===== src/rtl/usb_pkt_pkg.sv =====
// rtl/usb_pkt_pkg.sv - shared constants, error codes and state encoding for the command sequencer
package usb_pkt_pkg;

    localparam logic [7:0] SYNC0 = 8'h5E;
    localparam logic [7:0] SYNC1 = 8'h4D;

    localparam logic [2:0] ERR_NONE = 3'd0;
    localparam logic [2:0] ERR_HCS  = 3'd1;
    localparam logic [2:0] ERR_LEN  = 3'd2;
    localparam logic [2:0] ERR_CRC  = 3'd3;
    localparam logic [2:0] ERR_TMO  = 3'd4;

    typedef enum logic [3:0] {
        ST_HUNT0,
        ST_HUNT1,
        ST_ADDR,
        ST_RSVD,
        ST_LEN,
        ST_HCS,
        ST_PAY,
        ST_CRC,
        ST_REP_A,
        ST_REP_D
    } state_t;

endpackage


===== src/rtl/pkt_payload_buf.sv =====
// rtl/pkt_payload_buf.sv - single-clock payload RAM with registered read
// Ports: clk (clock), i_we/i_waddr/i_wdata (write port),
//        i_raddr (read address), o_rdata (data for i_raddr, one cycle later).
module pkt_payload_buf #(
    parameter int AW = 5
) (
    input  logic          clk,
    input  logic          i_we,
    input  logic [AW-1:0] i_waddr,
    input  logic [7:0]    i_wdata,
    input  logic [AW-1:0] i_raddr,
    output logic [7:0]    o_rdata
);

    logic [7:0] r_mem [1<<AW];

    always_ff @(posedge clk) begin
        if (i_we) begin
            r_mem[i_waddr] <= i_wdata;
        end
        o_rdata <= r_mem[i_raddr];
    end

endmodule


===== src/rtl/usb_cmd_sequencer.sv =====
// rtl/usb_cmd_sequencer.sv - FTDI packet parser that replays only verified packets to the register port
// Ports: clk_ftdi/n_rst (clock, async active-low reset),
//        rx_byte/rx_valid/rx_ready (inbound byte stream),
//        wr_addr_vld/wr_data_vld/wr_byte (register write port),
//        pkt_ok/err_stb/err_code (per-packet status), busy,
//        ok_cnt/err_cnt (saturating statistics).
module usb_cmd_sequencer
    import usb_pkt_pkg::*;
#(
    parameter int MAX_LEN = 32,
    parameter int TIMEOUT = 4096,
    parameter int CNT_W   = 16
) (
    input  logic             clk_ftdi,
    input  logic             n_rst,
    input  logic [7:0]       rx_byte,
    input  logic             rx_valid,
    output logic             rx_ready,
    output logic             wr_addr_vld,
    output logic             wr_data_vld,
    output logic [7:0]       wr_byte,
    output logic             pkt_ok,
    output logic             err_stb,
    output logic [2:0]       err_code,
    output logic             busy,
    output logic [CNT_W-1:0] ok_cnt,
    output logic [CNT_W-1:0] err_cnt
);

    localparam int         AW        = (MAX_LEN > 1) ? $clog2(MAX_LEN) : 1;
    localparam int         TW        = $clog2(TIMEOUT + 1);
    localparam logic [7:0] MAX_LEN_B = 8'(MAX_LEN);

    state_t          r_state;
    state_t          w_next;
    logic [7:0]      r_addr;
    logic [7:0]      r_rsvd;
    logic [7:0]      r_len;
    logic [7:0]      r_crc;
    logic [7:0]      r_wptr;
    logic [7:0]      r_rptr;
    logic [TW-1:0]   r_gap;
    logic            r_err_stb;
    logic [2:0]      r_err_code;
    logic [CNT_W-1:0] r_ok_cnt;
    logic [CNT_W-1:0] r_err_cnt;

    logic            w_acc;
    logic            w_body;
    logic            w_tmo;
    logic            w_last;
    logic            w_err;
    logic [2:0]      w_err_code;
    logic            w_pay_we;
    logic [7:0]      w_len_m1;
    logic [AW-1:0]   w_raddr;
    logic [7:0]      w_rdata;

    assign w_acc    = rx_valid & rx_ready;
    assign w_body   = (r_state inside {ST_ADDR, ST_RSVD, ST_LEN, ST_HCS, ST_PAY, ST_CRC});
    // An arriving byte beats an expiring gap counter.
    assign w_tmo    = w_body & ~w_acc & (r_gap == TW'(TIMEOUT - 1));
    assign w_len_m1 = 8'(r_len - 8'd1);
    assign w_last   = (r_state == ST_REP_D) && (r_rptr == w_len_m1);

    // Registered RAM read: address 0 is presented during REP_A so its data
    // is ready in the first REP_D cycle; afterwards we read one ahead.
    assign w_raddr  = (r_state == ST_REP_D) ? AW'(8'(r_rptr + 8'd1)) : '0;

    pkt_payload_buf #(
        .AW (AW)
    ) u_buf (
        .clk     (clk_ftdi),
        .i_we    (w_pay_we),
        .i_waddr (r_wptr[AW-1:0]),
        .i_wdata (rx_byte),
        .i_raddr (w_raddr),
        .o_rdata (w_rdata)
    );

    always_ff @(posedge clk_ftdi or negedge n_rst) begin
        if (!n_rst) begin
            r_state <= ST_HUNT0;
        end else begin
            r_state <= w_next;
        end
    end

    always_comb begin
        w_next     = r_state;
        w_err      = 1'b0;
        w_err_code = ERR_NONE;
        w_pay_we   = 1'b0;
        case (r_state)
            ST_HUNT0: begin
                if (w_acc && rx_byte == SYNC0) w_next = ST_HUNT1;
            end
            ST_HUNT1: begin
                if (w_acc) begin
                    if (rx_byte == SYNC1)      w_next = ST_ADDR;
                    else if (rx_byte == SYNC0) w_next = ST_HUNT1;
                    else                       w_next = ST_HUNT0;
                end
            end
            ST_ADDR: if (w_acc) w_next = ST_RSVD;
            ST_RSVD: if (w_acc) w_next = ST_LEN;
            ST_LEN: begin
                if (w_acc) begin
                    if (rx_byte == 8'd0 || rx_byte > MAX_LEN_B) begin
                        w_err      = 1'b1;
                        w_err_code = ERR_LEN;
                        w_next     = ST_HUNT0;
                    end else begin
                        w_next = ST_HCS;
                    end
                end
            end
            ST_HCS: begin
                if (w_acc) begin
                    if (rx_byte != (r_addr ^ r_rsvd ^ r_len)) begin
                        w_err      = 1'b1;
                        w_err_code = ERR_HCS;
                        w_next     = ST_HUNT0;
                    end else begin
                        w_next = ST_PAY;
                    end
                end
            end
            ST_PAY: begin
                if (w_acc) begin
                    w_pay_we = 1'b1;
                    if (r_wptr == w_len_m1) w_next = ST_CRC;
                end
            end
            ST_CRC: begin
                if (w_acc) begin
                    if (rx_byte != r_crc) begin
                        w_err      = 1'b1;
                        w_err_code = ERR_CRC;
                        w_next     = ST_HUNT0;
                    end else begin
                        w_next = ST_REP_A;
                    end
                end
            end
            ST_REP_A: w_next = ST_REP_D;
            ST_REP_D: if (w_last) w_next = ST_HUNT0;
            default:  w_next = ST_HUNT0;
        endcase
        if (w_tmo) begin
            w_err      = 1'b1;
            w_err_code = ERR_TMO;
            w_next     = ST_HUNT0;
        end
    end

    always_ff @(posedge clk_ftdi or negedge n_rst) begin
        if (!n_rst) begin
            r_addr     <= '0;
            r_rsvd     <= '0;
            r_len      <= '0;
            r_crc      <= '0;
            r_wptr     <= '0;
            r_rptr     <= '0;
            r_gap      <= '0;
            r_err_stb  <= 1'b0;
            r_err_code <= ERR_NONE;
            r_ok_cnt   <= '0;
            r_err_cnt  <= '0;
        end else begin
            if (w_acc) begin
                case (r_state)
                    ST_ADDR: r_addr <= rx_byte;
                    ST_RSVD: r_rsvd <= rx_byte;
                    ST_LEN:  r_len  <= rx_byte;
                    ST_HCS: begin
                        r_wptr <= '0;
                        r_crc  <= '0;
                    end
                    ST_PAY: begin
                        r_wptr <= 8'(r_wptr + 8'd1);
                        r_crc  <= r_crc ^ rx_byte;
                    end
                    ST_CRC:  r_rptr <= '0;
                    default: ;
                endcase
            end
            if (r_state == ST_REP_D) begin
                r_rptr <= 8'(r_rptr + 8'd1);
            end

            if (!w_body || w_acc) begin
                r_gap <= '0;
            end else begin
                r_gap <= TW'(r_gap + 1'b1);
            end

            r_err_stb <= w_err;
            if (w_err) begin
                r_err_code <= w_err_code;
                if (r_err_cnt != '1) r_err_cnt <= r_err_cnt + 1'b1;
            end
            if (w_last && r_ok_cnt != '1) begin
                r_ok_cnt <= r_ok_cnt + 1'b1;
            end
        end
    end

    assign rx_ready    = !(r_state inside {ST_REP_A, ST_REP_D});
    assign wr_addr_vld = (r_state == ST_REP_A);
    assign wr_data_vld = (r_state == ST_REP_D);
    assign wr_byte     = (r_state == ST_REP_A) ? r_addr :
                         (r_state == ST_REP_D) ? w_rdata : 8'h00;
    assign pkt_ok      = w_last;
    assign err_stb     = r_err_stb;
    assign err_code    = r_err_code;
    assign busy        = (r_state != ST_HUNT0);
    assign ok_cnt      = r_ok_cnt;
    assign err_cnt     = r_err_cnt;

endmodule


===== config.mk =====
export PLATFORM = sky130hd
export DESIGN_NAME = usb_cmd_sequencer
export DESIGN_NICKNAME = d
export VERILOG_FILES = /design/src/rtl/usb_pkt_pkg.sv /design/src/rtl/pkt_payload_buf.sv /design/src/rtl/usb_cmd_sequencer.sv
export SDC_FILE = /design/constraint.sdc
export NUM_CORES = 1
export LEC_CHECK = 0
export ABC_AREA = 1
export CORE_MARGIN = 2
export CORE_UTILIZATION = 67
export DETAILED_ROUTE_END_ITERATION = 10
export DONT_BUFFER_PORTS = 1
export GPL_ROUTABILITY_DRIVEN = 0
export GPL_TIMING_DRIVEN = 0
export PLACE_DENSITY = 0.83
export SKIP_CTS_REPAIR_TIMING = 1
export SLEW_MARGIN = 20
export SYNTH_ARGS = -nofsm -noshare
export SYNTH_HDL_FRONTEND = slang
export SYNTH_SLANG_ARGS = --single-unit

===== constraint.sdc =====
create_clock -name clk_ftdi -period 6.85 [get_ports clk_ftdi]
set_clock_uncertainty 0.05 [all_clocks]
set_input_delay 1.37 -clock clk_ftdi [delete_from_list [all_inputs] [get_ports clk_ftdi]]
set_output_delay 1.37 -clock clk_ftdi [all_outputs]
set_load 0.05 [all_outputs]

==> results.md, run 1 <==
- DIE AREA: between 20000 and 30000 um^2
- Worst Hold Path EP: r_gap[0]
- WL/cell: roughly 20 um
- Mean Syn Cell Area: 10.1 um^2
- Crit-path max FO: 6
- Hold Path Cell Cnt: 1
- Post-route ant nets: 0
- Die H: between 150 and 200 um
- Clock buffer depth: 3
- Area leader, netlist: edfxtp_1
- Actual slew at the worst max-slew pin: between 900 and 1000 ps
- Initial Util: 67.9%
- Port bufs: 0
- Top cells by area, synth: edfxtp_1, dfrtp_1, nand2_1, nand3_1, o211ai_1
- Clock tree sinks: about 370
- Routed Wire Length: 41.5 mm
- Fin. max-slew vios: 0
- R2R depth: 9
- RSZ-0062 raised after global routing: false
- Yosys warns: 0
- Hold slack final: around 410 ps
- Gate Count Post-Synth: about 1.7k
- Nets: around 1.7k
- FILL cells: 1680
- First-pass GRT wire length: around 64 mm
- Worst Path Arrival: slightly above 3000 ps
- Clock slew seen by the registers of the worst setup and hold paths: about 60 ps
- Post-synth EDFFs: ~260
- Min Tclk post-route: roughly 4500 ps
- CTS H-tree depth: 2
- Diode count: 0
- CP endpoint kind: primary output
- Tot GR Track Use: around a third
- Post-synth ARST share: 27.7%
- Worst Hold Class: flop to flop
- TritonCTS clock tree: yes
- Post-layout util: 74.4%
- Status: completed
- WP data required: between 5000 and 6000 ps
- Initial antenna violation count: 0
- IO Pins: 60
- Number of global-route vias before repair: 12.1k
- Largest net degree at the start of global routing: between 100 and 150
- Flop2flop setup slack: approximately 3500 ps
- Pwr per Cell Area: between 200 and 250 nW/um^2
- Synthesized cell area: between 15000 and 20000 um^2
- Post-synth top area share: around 45%
- Slew headroom: between 30 and 40%
- Area grow syn2layout: 9.56%
- Seq/Total Area, Yosys: 61.0%
- Inst Count DP: ~2k
- Worst-Skew Late Latency: approximately 530 ps
- Post-DP HPWL: between 20 and 30 mm
- Post-Route Setup TNS: 0 ps
- Pleak: 0.00769 uW
- Final non-filler cell total: 2077
- Layout cells sized above 1: roughly 7.9%
- DRC errors left: 0
- Crit Path Class: flop to primary output
- Fin crit share: between 60% and 70%
- CTS Root Cell: clkbuf_16
- Worst r2r src: r_state[2]
- Die span in x: about 160 um
- Final hold vios: 0
- Core Region: 25000 um^2
- Vias per cell: between 6 and 7
- Net Count, Synth: 1697
- VDD IR max: 0.209 mV
- Hold_sp: r_gap[0]
- GRT overflow: 0
- Vias: roughly 13k
- Drt pass-1 iters: 6
- Most frequent cells after synthesis: nand2_1, edfxtp_1, inv_1, nand3_1, o211ai_1
- Clock buffer count from CTS: 38
- Max-Cap Viols: 0
- Max Freq: 223 MHz
- # setup viols final: 0
- Synth Register Bits: between 300 and 400
- Distinct cells, synth: between 40 and 50
- # rows: slightly below 60
- Most frequent cell after synthesis: nand2_1
- Reg-to-reg endpoint: u_buf.r_mem[0][3]
- Iteration-0 DRC Markers: around 1.8k
- Nature of the critical path startpoint: flop
- Primary FF master, synth: edfxtp_1
[worst max path at each step]
stage	startpoint	end	slack, ps	cells after the start
final	r_len[0]	pkt_ok	2370	11
after global placement	r_state[1]	wr_byte[2]	2920	5
after detailed placement	r_len[0]	pkt_ok	2930	11
after CTS	r_len[0]	pkt_ok	2380	11
after floorplan	r_state[1]	wr_byte[0]	3240	5
after global routing	r_len[0]	pkt_ok	2210	11
[logic make-up (layout without fill, tap and decap cells)]
family                   Yosys count  after routing  synth area share (%)
AND/OR/NAND/NOR                  724            724                  18.6
flip-flops                       365            365                  61.0
buffers and inverters            300            370                  7.71
AO/OA/AOI/OAI                    214            214                  8.68
XOR/XNOR                          65             65                  3.35
adder cells (fa/ha/maj)            9              9                 0.662
[cells in the final DEF (no fill, tap or decap), types with 5 or more instances in the layout]
master / n
nor3_1: 28
clkbuf_8: 6
a22o_1: 12
a21oi_1: 12
edfxtp_1: 256
nand4_1: 16
clkbuf_1: 29
clkinv_1: 6
dfrtp_1: 101
nor2_2: 7
buf_2: 29
o21ai_0: 47
nor2_1: 99
clkbuf_16: 39
inv_1: 221
dfxtp_1: 8
ha_1: 9
xnor2_1: 31
xor2_1: 34
o211ai_1: 127
nand2_1: 348
nand3_1: 205
o21a_1: 9
buf_4: 9
buf_6: 16
inv_2: 5
[area by class of cell]
class                           count  area (um^2)  area share, %
Clock inverter                     13          100          0.537
Sequential cell                   365        10400           55.7
Multi-Input combinational cell   1012         5330           28.6
Timing Repair Buffer                1         11.3         0.0604
Inverter                          228          858           4.61
Buffer                             72          453           2.43
Clock buffer                       56         1100           5.90
Tap cell                          330          413           2.22
[layer usage]
metal | vias to the layer above | routed length [um] | GRT usage (%)
li1 | 5798 | - | -
met5 | - | 0 | 0
met1 | 5918 | 15900 | 43.3
met2 | 743 | 19500 | 50.7
met4 | 0 | 1570 | 12.6
met3 | 131 | 4530 | 5.89
[critical path, cell delays in order (launching register included)]
cell and delay, ps:
dfrtp_1 360, buf_4 170, inv_1 160, ha_1 300, nand2_2 100, nor2_2 120, nand3_1 110, nand3_1 100
nand2_1 60, nor2_1 180, nand3_1 120, nor2_1 760
[sequential cells by signal, summed over array words and instances (netlist names)]
| name | flops |
|---|---|
| err_cnt | 16 |
| err_code | 3 |
| err_stb | 1 |
| ok_cnt | 16 |
| r_addr | 8 |
| r_crc | 8 |
| r_gap | 13 |
| r_len | 8 |
| r_rptr | 8 |
| r_rsvd | 8 |
| r_state | 4 |
| r_wptr | 8 |
| u_buf.o_rdata | 8 |
| u_buf.r_mem | 256 |
[stage by stage]
stage                     total power [uW]  setup WS [ps]  instance area (um^2)
after global routing                  4510           2210                 18600
after detailed placement              2480           2930                 17400
after floorplan                       2470           3240                 17000
after global placement                2480           2920                 17400
final                                 4410           2370                 18600
after CTS                             4410           2380                 18600
[where the power goes]
part           internal, uW  switching [uW]
logic                  16.9            43.9
registers              2370            5.29
clock network          1150             826
Power figures use the tool's default switching activity.
==> run 2, diff against run 1 <==
--- a/config.mk
+++ b/config.mk
@@ -7,12 +7,12 @@
 export LEC_CHECK = 0
 export ABC_AREA = 1
 export CORE_MARGIN = 2
-export CORE_UTILIZATION = 67
+export CORE_UTILIZATION = 58
 export DETAILED_ROUTE_END_ITERATION = 10
 export DONT_BUFFER_PORTS = 1
 export GPL_ROUTABILITY_DRIVEN = 0
 export GPL_TIMING_DRIVEN = 0
-export PLACE_DENSITY = 0.83
+export PLACE_DENSITY = 0.76
 export SKIP_CTS_REPAIR_TIMING = 1
 export SLEW_MARGIN = 20
 export SYNTH_ARGS = -nofsm -noshare
==> constraint.sdc (replaced) <==
create_clock -name clk_ftdi -period 4.05 [get_ports clk_ftdi]
set_clock_uncertainty 0.05 [all_clocks]
set_input_delay 0.81 -clock clk_ftdi [delete_from_list [all_inputs] [get_ports clk_ftdi]]
set_output_delay 0.81 -clock clk_ftdi [all_outputs]
set_load 0.05 [all_outputs]
==> run 2 against run 1 <==
Non-clock buffer count rose by 1. Worst hold slack got worse by 300 ps. Critical path depth did not move. Flip-flop and latch count stayed put. Via count shrank 2.1%. First-iteration DRC count down 36%. Final area up 0.79%. Register-to-register slack worse by 2800 ps. Largest cell class unchanged.
==> results.md, run 2 (synthesis results as in run 1) <==
- Post-route ant nets: 0 (unchanged)
- Clock buffer count from CTS: 38 (unchanged)
- Initial Util: 59.1% (was 67.9%)
- Tot GR Track Use: 27.0% (was 31.6%)
- Status: completed (unchanged)
- DIE AREA: 30700 um^2 (was 26700 um^2)
- # setup viols final: 0 (unchanged)
- Layout cells sized above 1: 8.01% (was 7.90%)
- Area grow syn2layout: 10.4% (was 9.56%)
- Slew headroom: 33.7% (about the same)
- Most frequent cells in the layout: nand2_1, edfxtp_1, inv_1, nand3_1, o211ai_1 (unchanged)
- IO Pins: 60 (unchanged)
- Reg area: 10400 um^2 (unchanged)
- Final Cell Area: 18800 um^2 (was 18600 um^2)
- Worst r2r src: r_state[2] (unchanged)
- Area post-placement: 17500 um^2 (was 17400 um^2)
- Worst Path Arrival: 2840 ps (was 3060 ps)
- Worst Setup EP: pkt_ok (unchanged)
- Die span in x: 175 um (was 163 um)
- Port bufs: 0 (unchanged)
- Min Tclk post-route: about 3700 ps
- Core Region: 28800 um^2 (was 25000 um^2)
- Crit path launch: r_len[0] (unchanged)
- Drt pass-1 iters: 6 (unchanged)
- Routed Wire Length: 40.9 mm (was 41.5 mm)
- Nature of the critical path startpoint: flop (unchanged)
- Iteration-0 DRC Markers: 1143 (was 1792)
- Die H: 175 um (was 163 um)
- Reg-to-reg endpoint: u_buf.r_mem[25][6] (was u_buf.r_mem[0][3])
- RSZ-0062 raised after global routing: false (unchanged)
- Vias per cell: 5.78 (was 6.06)
- Number of global-route vias before repair: 11.8k (was 12.1k)
- Clock slew seen by the registers of the worst setup and hold paths: 60 ps (about the same)
- Max Freq: roughly 270 MHz
- Vias: 12.3k (was 12.6k)
- Flop2flop setup slack: 700 ps (was 3500 ps)
- Multi-input logic area: 5330 um^2 (about the same)
- Commonest non-fill, non-tap cell in the layout: nand2_1 (unchanged)
- TritonCTS clock tree: yes (unchanged)
- Max reg flops: 256 (unchanged)
- Post-DP HPWL: 27.1 mm (was 27.4 mm)
- GRT overflow: 0 (unchanged)
- CTS Root Cell: clkbuf_16 (unchanged)
- # rows: 62 (was 58)
- Fin crit share: 91.3%
- Pwr per Cell Area: 407 nW/um^2 (was 237 nW/um^2)
- Crit-path max FO: 6 (unchanged)
- WL/cell: 19.2 um (was 20.0 um)
- Actual slew at the worst max-slew pin: 995 ps (was 994 ps)
- Crit Path Class: flop to primary output (unchanged)
- Max-Cap Viols: 0 (unchanged)
- R2R depth: 9 (unchanged)
- DRC errors left: 0 (unchanged)
- Clock buffer depth: 3 (unchanged)
- Worst Hold Class: input port to asynchronous set/reset pin (was flop to flop)
- Nets: 1739 (was 1738)
- Final hold vios: 0 (unchanged)
- Pwr Total: 7640 uW (was 4410 uW)
- Post-Route Setup TNS: 0 ps (unchanged)
- First-pass GRT wire length: 63.9 mm (was 64.4 mm)
- Initial antenna violation count: 0 (unchanged)
- FILL cells: 2121 (was 1680)
- Final worst-path setup slack: 352 ps (was 2370 ps)
- CP endpoint kind: primary output (unchanged)
- Diode count: 0 (unchanged)
- VDD IR max: 0.307 mV (was 0.209 mV)
- Pre-CTS setup slack: 678 ps (was 2930 ps)
- Pleak: 0.00773 uW (was 0.00769 uW)
- WP data required: 3190 ps (was 5430 ps)
- Largest net degree at the start of global routing: 102 (unchanged)
- Fin. max-slew vios: 0 (unchanged)
- CTS H-tree depth: 2 (unchanged)
- Clock tree sinks: 365 (unchanged)
- Worst-Skew Late Latency: 540 ps (was 530 ps)
- Top reg by flops: u_buf.r_mem (unchanged)
- Post-layout util: 65.3% (was 74.4%)
run 2: cell count changes in the layout (fill, tap and decap cells not counted), moves of 2 or more:
cell / delta
clkbuf_1: +2
clkbuf_8: -4
bufinv_16: +4
clkinv_1: -2
run 2: cell type report:
class | count | share of cell area, %
Buffer | 72 | 2.41
Clock buffer | 53 | 5.47
Clock inverter | 16 | 1.19
Inverter | 228 | 4.57
Multi-Input combinational cell | 1012 | 28.4
Sequential cell | 365 | 55.2
Tap cell | 384 | 2.56
Timing Repair Buffer | 2 | 0.206
run 2: report_power, final:
| group | total, uW | leakage, uW | internal (uW) | switching (uW) |
|---|---|---|---|---|
| logic | 124 | 0.00337 | 31.3 | 92.3 |
| clock network | 3510 | 0.000605 | 2100 | 1410 |
| registers | 4020 | 0.00375 | 4010 | 9.04 |
run 2: routing by layer:
layer	vias up	share of wire, %	GRT usage [%]
li1	5799	-	-
met1	5890	42	36.9
met2	537	48	43.9
met3	96	7.6	4.91
met4	0	3.0	9.58
met5	-	0	0
run 2: critical path, stage by stage, from the launching register on:
cell and delay, ps:
dfrtp_1 380, buf_4 170, inv_1 150, ha_1 290
nand2_2 110, nor2_2 140, nand3_1 110, nand3_1 100
nand2_1 50, nor2_1 170, nand3_1 140, nor2_2 500
run 2: worst min path at each step:
stage                  to  slack [ps]  startpoint  depth (start not counted)
3_5_place_dp     r_gap[0]         410    r_gap[0]                          1
6_report       ok_cnt[14]         110       n_rst                          1
5_1_grt        ok_cnt[14]         150       n_rst                          1
4_1_cts        ok_cnt[15]        -100       n_rst                          0
2_1_floorplan    r_gap[0]         380    r_gap[0]                          1
3_3_place_gp     r_gap[0]         400    r_gap[0]                          1
run 2: stage by stage:
stage	hold slack, ps	instances
final	114	2132
after global routing	152	2132
after CTS	-98.8	2131
after detailed placement	406	2062
after global placement	396	2061
after floorplan	383	1677
==> run 3, diff against run 2 <==
--- a/config.mk
+++ b/config.mk
@@ -6,7 +6,8 @@
 export NUM_CORES = 1
 export LEC_CHECK = 0
 export ABC_AREA = 1
-export CORE_MARGIN = 2
+export CAP_MARGIN = 20
+export CORE_MARGIN = 4
 export CORE_UTILIZATION = 58
 export DETAILED_ROUTE_END_ITERATION = 10
 export DONT_BUFFER_PORTS = 1
==> run 3 against run 2 <==
Core utilization is 0.17 points lower. Die area is 4.6% higher. Critical path type unchanged. Flip-flop and latch count stayed put. Highest routed layer unchanged. Sequential power hardly changed. Clock power is 1% lower. Sequential share of layout area hardly changed. Routed wire length is 2.2% higher.
==> results.md, run 3 (synthesis results as in run 1) <==
- Post-Route Setup TNS: 0 ps (unchanged)
- Die span in x: 179 um (was 175 um)
- Clock tree sinks: 365 (unchanged)
- Max Freq: 266 MHz (was 270 MHz)
- Sw Ratio: 20.3% (was 19.7%)
- Clock buffer depth: 3 (unchanged)
- Largest net degree at the start of global routing: 102 (unchanged)
- Clk pwr share: 45.6% (was 45.9%)
- Worst Hold Class: input port to asynchronous set/reset pin (unchanged)
- Nets: 1739 (unchanged)
- RSZ-0062 raised after global routing: false (unchanged)
- Actual slew at the worst max-slew pin: 988 ps (was 995 ps)
- # rows: 62 (unchanged)
- Number of global-route vias before repair: 12.0k (was 11.8k)
- Fin crit share: 93.0% (was 91.3%)
- Nature of the critical path startpoint: flop (unchanged)
- Worst r2r src: r_state[2] (unchanged)
- Max reg flops: 256 (unchanged)
- CP endpoint kind: primary output (unchanged)
- Tot GR Track Use: 26.0% (was 27.0%)
- Commonest non-fill, non-tap cell in the layout: nand2_1 (unchanged)
- Min Tclk post-route: 3770 ps (was 3700 ps)
- Die H: 179 um (was 175 um)
- Vias per cell: 5.78 (about the same)
- VDD IR max: 0.266 mV (was 0.307 mV)
- Layout cells sized above 1: 8.40% (was 8.01%)
- CTS Root Cell: clkbuf_16 (unchanged)
- Top reg by flops: u_buf.r_mem (unchanged)
- Initial Util: 58.9% (was 59.1%)
- WL/cell: 19.6 um (was 19.2 um)
- Final hold vios: 0 (unchanged)
- Core Region: 28900 um^2 (was 28800 um^2)
- Post-route ant nets: 0 (unchanged)
- Iteration-0 DRC Markers: 1305 (was 1143)
- Combinational share of power: 1.6% (about the same)
- Pwr per Cell Area: 405 nW/um^2 (was 407 nW/um^2)
- TritonCTS clock tree: yes (unchanged)
- Area grow syn2layout: 10.4% (about the same)
- # setup viols final: 0 (unchanged)
- Crit-path max FO: 6 (unchanged)
- Routed Wire Length: 41.8 mm (was 40.9 mm)
- First-pass GRT wire length: 64.2 mm (was 63.9 mm)
- Crit Path Class: flop to primary output (unchanged)
- Worst-Skew Late Latency: 540 ps (about the same)
- Pleak: 0.00772 uW (was 0.00773 uW)
- Worst Path Arrival: 2910 ps (was 2840 ps)
- Initial antenna violation count: 0 (unchanged)
- DRC errors left: 0 (unchanged)
- Drt pass-1 iters: 6 (unchanged)
- WP data required: 3190 ps (about the same)
- Clock buffer count from CTS: 38 (unchanged)
- Pwr Total: 7610 uW (was 7640 uW)
- Post-DP HPWL: 27.7 mm (was 27.1 mm)
- Diode count: 0 (unchanged)
- IO Pins: 60 (unchanged)
- GRT overflow: 0 (unchanged)
- Port bufs: 0 (unchanged)
- Sw Pwr: 1550 uW (was 1510 uW)
- Status: completed (unchanged)
- R2R depth: 9 (unchanged)
- Most frequent cells in the layout: nand2_1, edfxtp_1, inv_1, nand3_1, o211ai_1 (unchanged)
- FILL cells: 2187 (was 2121)
- Max-Cap Viols: 0 (unchanged)
- Crit path launch: r_len[0] (unchanged)
- CTS H-tree depth: 2 (unchanged)
- Vias: 12.3k (about the same)
- DIE AREA: 32100 um^2 (was 30700 um^2)
- Int Pwr: 6060 uW (was 6140 uW)
- Clock slew seen by the registers of the worst setup and hold paths: 60 ps (about the same)
- Fin. max-slew vios: 0 (unchanged)
- Slew headroom: 34.1% (was 33.7%)
- Flop pwr share: 52.8% (was 52.5%)
==> run 3: cell count changes in the layout (fill, tap and decap cells not counted), sizes merged <==
| cell | before | now |
|---|---|---|
| clkinv | 9 | 13 |
| clkbuf | 71 | 65 |
| clkinvlp | 1 | 6 |
| bufinv | 5 | 3 |
==> run 3: path summary, 6_finish.rpt <==
kind,endpoint,slack [ps]
hold reg to reg,r_gap[0],400
hold / removal,ok_cnt[7],110
min in group clk_ftdi,u_buf.r_mem[12][5],330
setup reg to reg,u_buf.r_mem[12][4],670
setup / recovery,pkt_ok,280
max in group asynchronous,r_addr[6],3360
==> run 3: critical path, cell delays in order, from the launching register on <==
cell,delay (ps)
dfrtp_1,350
buf_4,160
inv_1,160
ha_1,330
nand2_2,120
nor2_2,150
nand3_1,120
nand3_1,100
nand2_1,50
nor2_1,180
nand3_1,150
nor2_2,500
==> run 3: final cells by class <==
cell class / count / area (um^2) / area share (%)
clock buffers: 47 / 1030 / 5.51
clock inverters: 23 / 216 / 1.15
plain buffers: 72 / 453 / 2.41
repair buffers: 2 / 38.8 / 0.206
multi-input cells: 1012 / 5330 / 28.4
inverters: 228 / 858 / 4.57
well taps: 384 / 480 / 2.56
flip-flops and latches: 365 / 10400 / 55.2
==> run 3: through the flow <==
stage	area (um^2)	util, %	std cells	worst slack (ps)	hold slack, ps
6_report	18800	65.1	2133	284	109
5_1_grt	18800	65.1	2133	143	146
4_1_cts	18800	65.0	2132	56.3	-104
3_5_place_dp	17500	60.7	2062	660	400
3_3_place_gp	17500	60.6	2061	660	395
2_1_floorplan	17000	-	1677	998	383
==> run 3: power groups by stage <==
stage	clock network, uW	logic [uW]	registers (uW)
3_5_place_dp	0	100	4090
3_3_place_gp	0	96.4	4090
4_1_cts	3500	101	4010
5_1_grt	3660	140	4010
6_report	3470	124	4010
2_1_floorplan	0	84.5	4090
==> run 3: per-layer routing <==
| layer | track usage (%) | up-vias | share of wire, % |
|---|---|---|---|
| met5 | 0 | - | 0 |
| met4 | 10.1 | 0 | 3.8 |
| met3 | 4.77 | 105 | 8.1 |
| met2 | 43.0 | 538 | 48 |
| met1 | 34.3 | 5906 | 40 |
| li1 | - | 5790 | - |
==> patch (config.mk and constraints of run 3) <==
Make the reset (`n_rst`) synchronous in 2 clocked blocks. Comments in the files are not updated.
--- a/src/rtl/usb_cmd_sequencer.sv
+++ b/src/rtl/usb_cmd_sequencer.sv
@@ -79,5 +79,5 @@
     );
 
-    always_ff @(posedge clk_ftdi or negedge n_rst) begin
+    always_ff @(posedge clk_ftdi) begin
         if (!n_rst) begin
             r_state <= ST_HUNT0;
@@ -155,5 +155,5 @@
     end
 
-    always_ff @(posedge clk_ftdi or negedge n_rst) begin
+    always_ff @(posedge clk_ftdi) begin
         if (!n_rst) begin
             r_addr     <= '0;
Behaviour: differs if n_rst is asserted again (counterexample within 4 cycles, from zero or initial values and one cycle with n_rst low); with n_rst held inactive, the same outputs for 4 cycles.
==> patch against run 3 <==
Synthesized area grew 0.93%. Highest routed layer is now met5. Critical endpoint is now wr_byte[4]. Wire length grew 8.6%. Cell count grew 4.2%. Worst setup slack gained 0.15 ns. Final area is essentially flat. Sequential cell count is the same. Via count grew 7.1%.
Power is not compared: it rests on default switching activity, and its combinational part moved more than twofold at a synthesized area within 25%.
==> patch: results (changes against run 3) <==
Route
  • M1 WL: 17500 um (was 16600 um)
  • Routed WL: 45400 um (was 41800 um)
  • Met3 wire len: 4830 um (was 3400 um)
  • Routed length on met2: 21500 um (was 20200 um)
  • Max Used Layer: met5 (was met4)
  • Vias: 13.2k (was 12.3k)
  • First-pass DRT Iterations: 7 (was 6)
  • WL/cell: 20.4 um (was 19.6 um)

Setup path
  • CP arrival: 2.75 ns (was 2.91 ns)
  • CP max FO: 8 (was 6)
  • CP max stage cell: o21ai_1 (was nor2_2)

Cells and area
  • Buffer share of cell area: 3.07% (was 2.62%)
  • Inverters: 237 (was 228)
  • Non-CTS buffers: 86 (was 74)
  • Synth-to-layout area growth: 9.49% (was 10.4%)
  • Clock buffers: 46 (was 47)
  • Fillers: 2323 (was 2187)
  • Seq/total area: 52.5% (was 55.2%)
  • Layout cells sized above 1: 10.6% (was 8.40%)
  • # nets final: 1830 (was 1739)
  • Multi-input logic area: 0.00585 mm^2 (was 0.00533 mm^2)

Placed design
  • Pre-CTS WS: 0.776 ns (was 0.660 ns)
  • Placed cells: 2154 (was 2062)
  • Placed instance area: 0.0177 mm^2 (was 0.0175 mm^2)

Synthesis
  • Synthesized area per cell: 9.71 um^2 (was 10.1 um^2)
  • Area contributors post-synth: edfxtp_1, dfxtp_1, nand2_1 (was edfxtp_1, dfrtp_1, nand2_1)
  • Top post-synthesis cells by count: nand2_1, edfxtp_1, inv_1 (unchanged)
  • Ys async rst share: 0% (was 27.7%)
  • Synth unique cells: 48 (was 42)
  • Part of the Yosys area used for sequential elements: 57.5% (was 61.0%)

Global route
  • First-pass GRT wire length: 70300 um (was 64200 um)
  • Largest net degree at the start of global routing: 38 (was 102)
  • Vias in the first global route: 12.9k (was 12.0k)
  • Met2 Use GR: 45.5% (was 43.0%)
  • M1 GR Usage: 36.1% (was 34.3%)
  • All-Layer GR Usage: 27.4% (was 26.0%)
  • Initial antenna violation count: 1 (was 0)

Clocking
  • Clock root cell: clkbuf_16 (unchanged)

Power
  • Sequential-cell power consumption: 0.00416 W
  • Final Power: 0.00855 W

Status
  • Status: complete, no violations (unchanged)

STA
  • Worst slew margin: 29.3% (was 34.1%)

Hold path
  • Hold Crit Class: primary input to register (was primary input to asynchronous set/reset pin)
-- patch: changes by cell type after synthesis, sizes merged, moves of 61 or more --
cell | before | now
o21ai | 47 | 108
nand2 | 355 | 290
a21oi | 12 | 147
dfxtp | 8 | 109
o211ai | 128 | 67
dfrtp | 101 | 0
-- patch: cells by family (layout without fill, tap and decap cells) --
| logic type | count (synthesis) | in the layout | share of synthesized area, % |
|---|---|---|---|
| xor gates and xnor gates | 62 | 62 | 3.16 |
| buffers and inverters | 322 | 392 | 8.49 |
| and+or+nand+nor | 662 | 662 | 17.5 |
| adders and majority gates | 9 | 9 | 0.656 |
| DFF | 365 | 365 | 57.5 |
| AOI/OAI and AO/OA | 349 | 349 | 12.8 |
-- patch: path summary, 6_finish.rpt --
check        startpoint  depth (start not counted)                 end  slack, ns
max reg2reg  r_state[1]                          7  u_buf.r_mem[29][1]       1.06
max          r_state[1]                          6          wr_byte[4]       0.44
min reg2reg    r_gap[0]                          1            r_gap[0]       0.40
min          rx_byte[1]                          0  u_buf.r_mem[13][1]       0.32
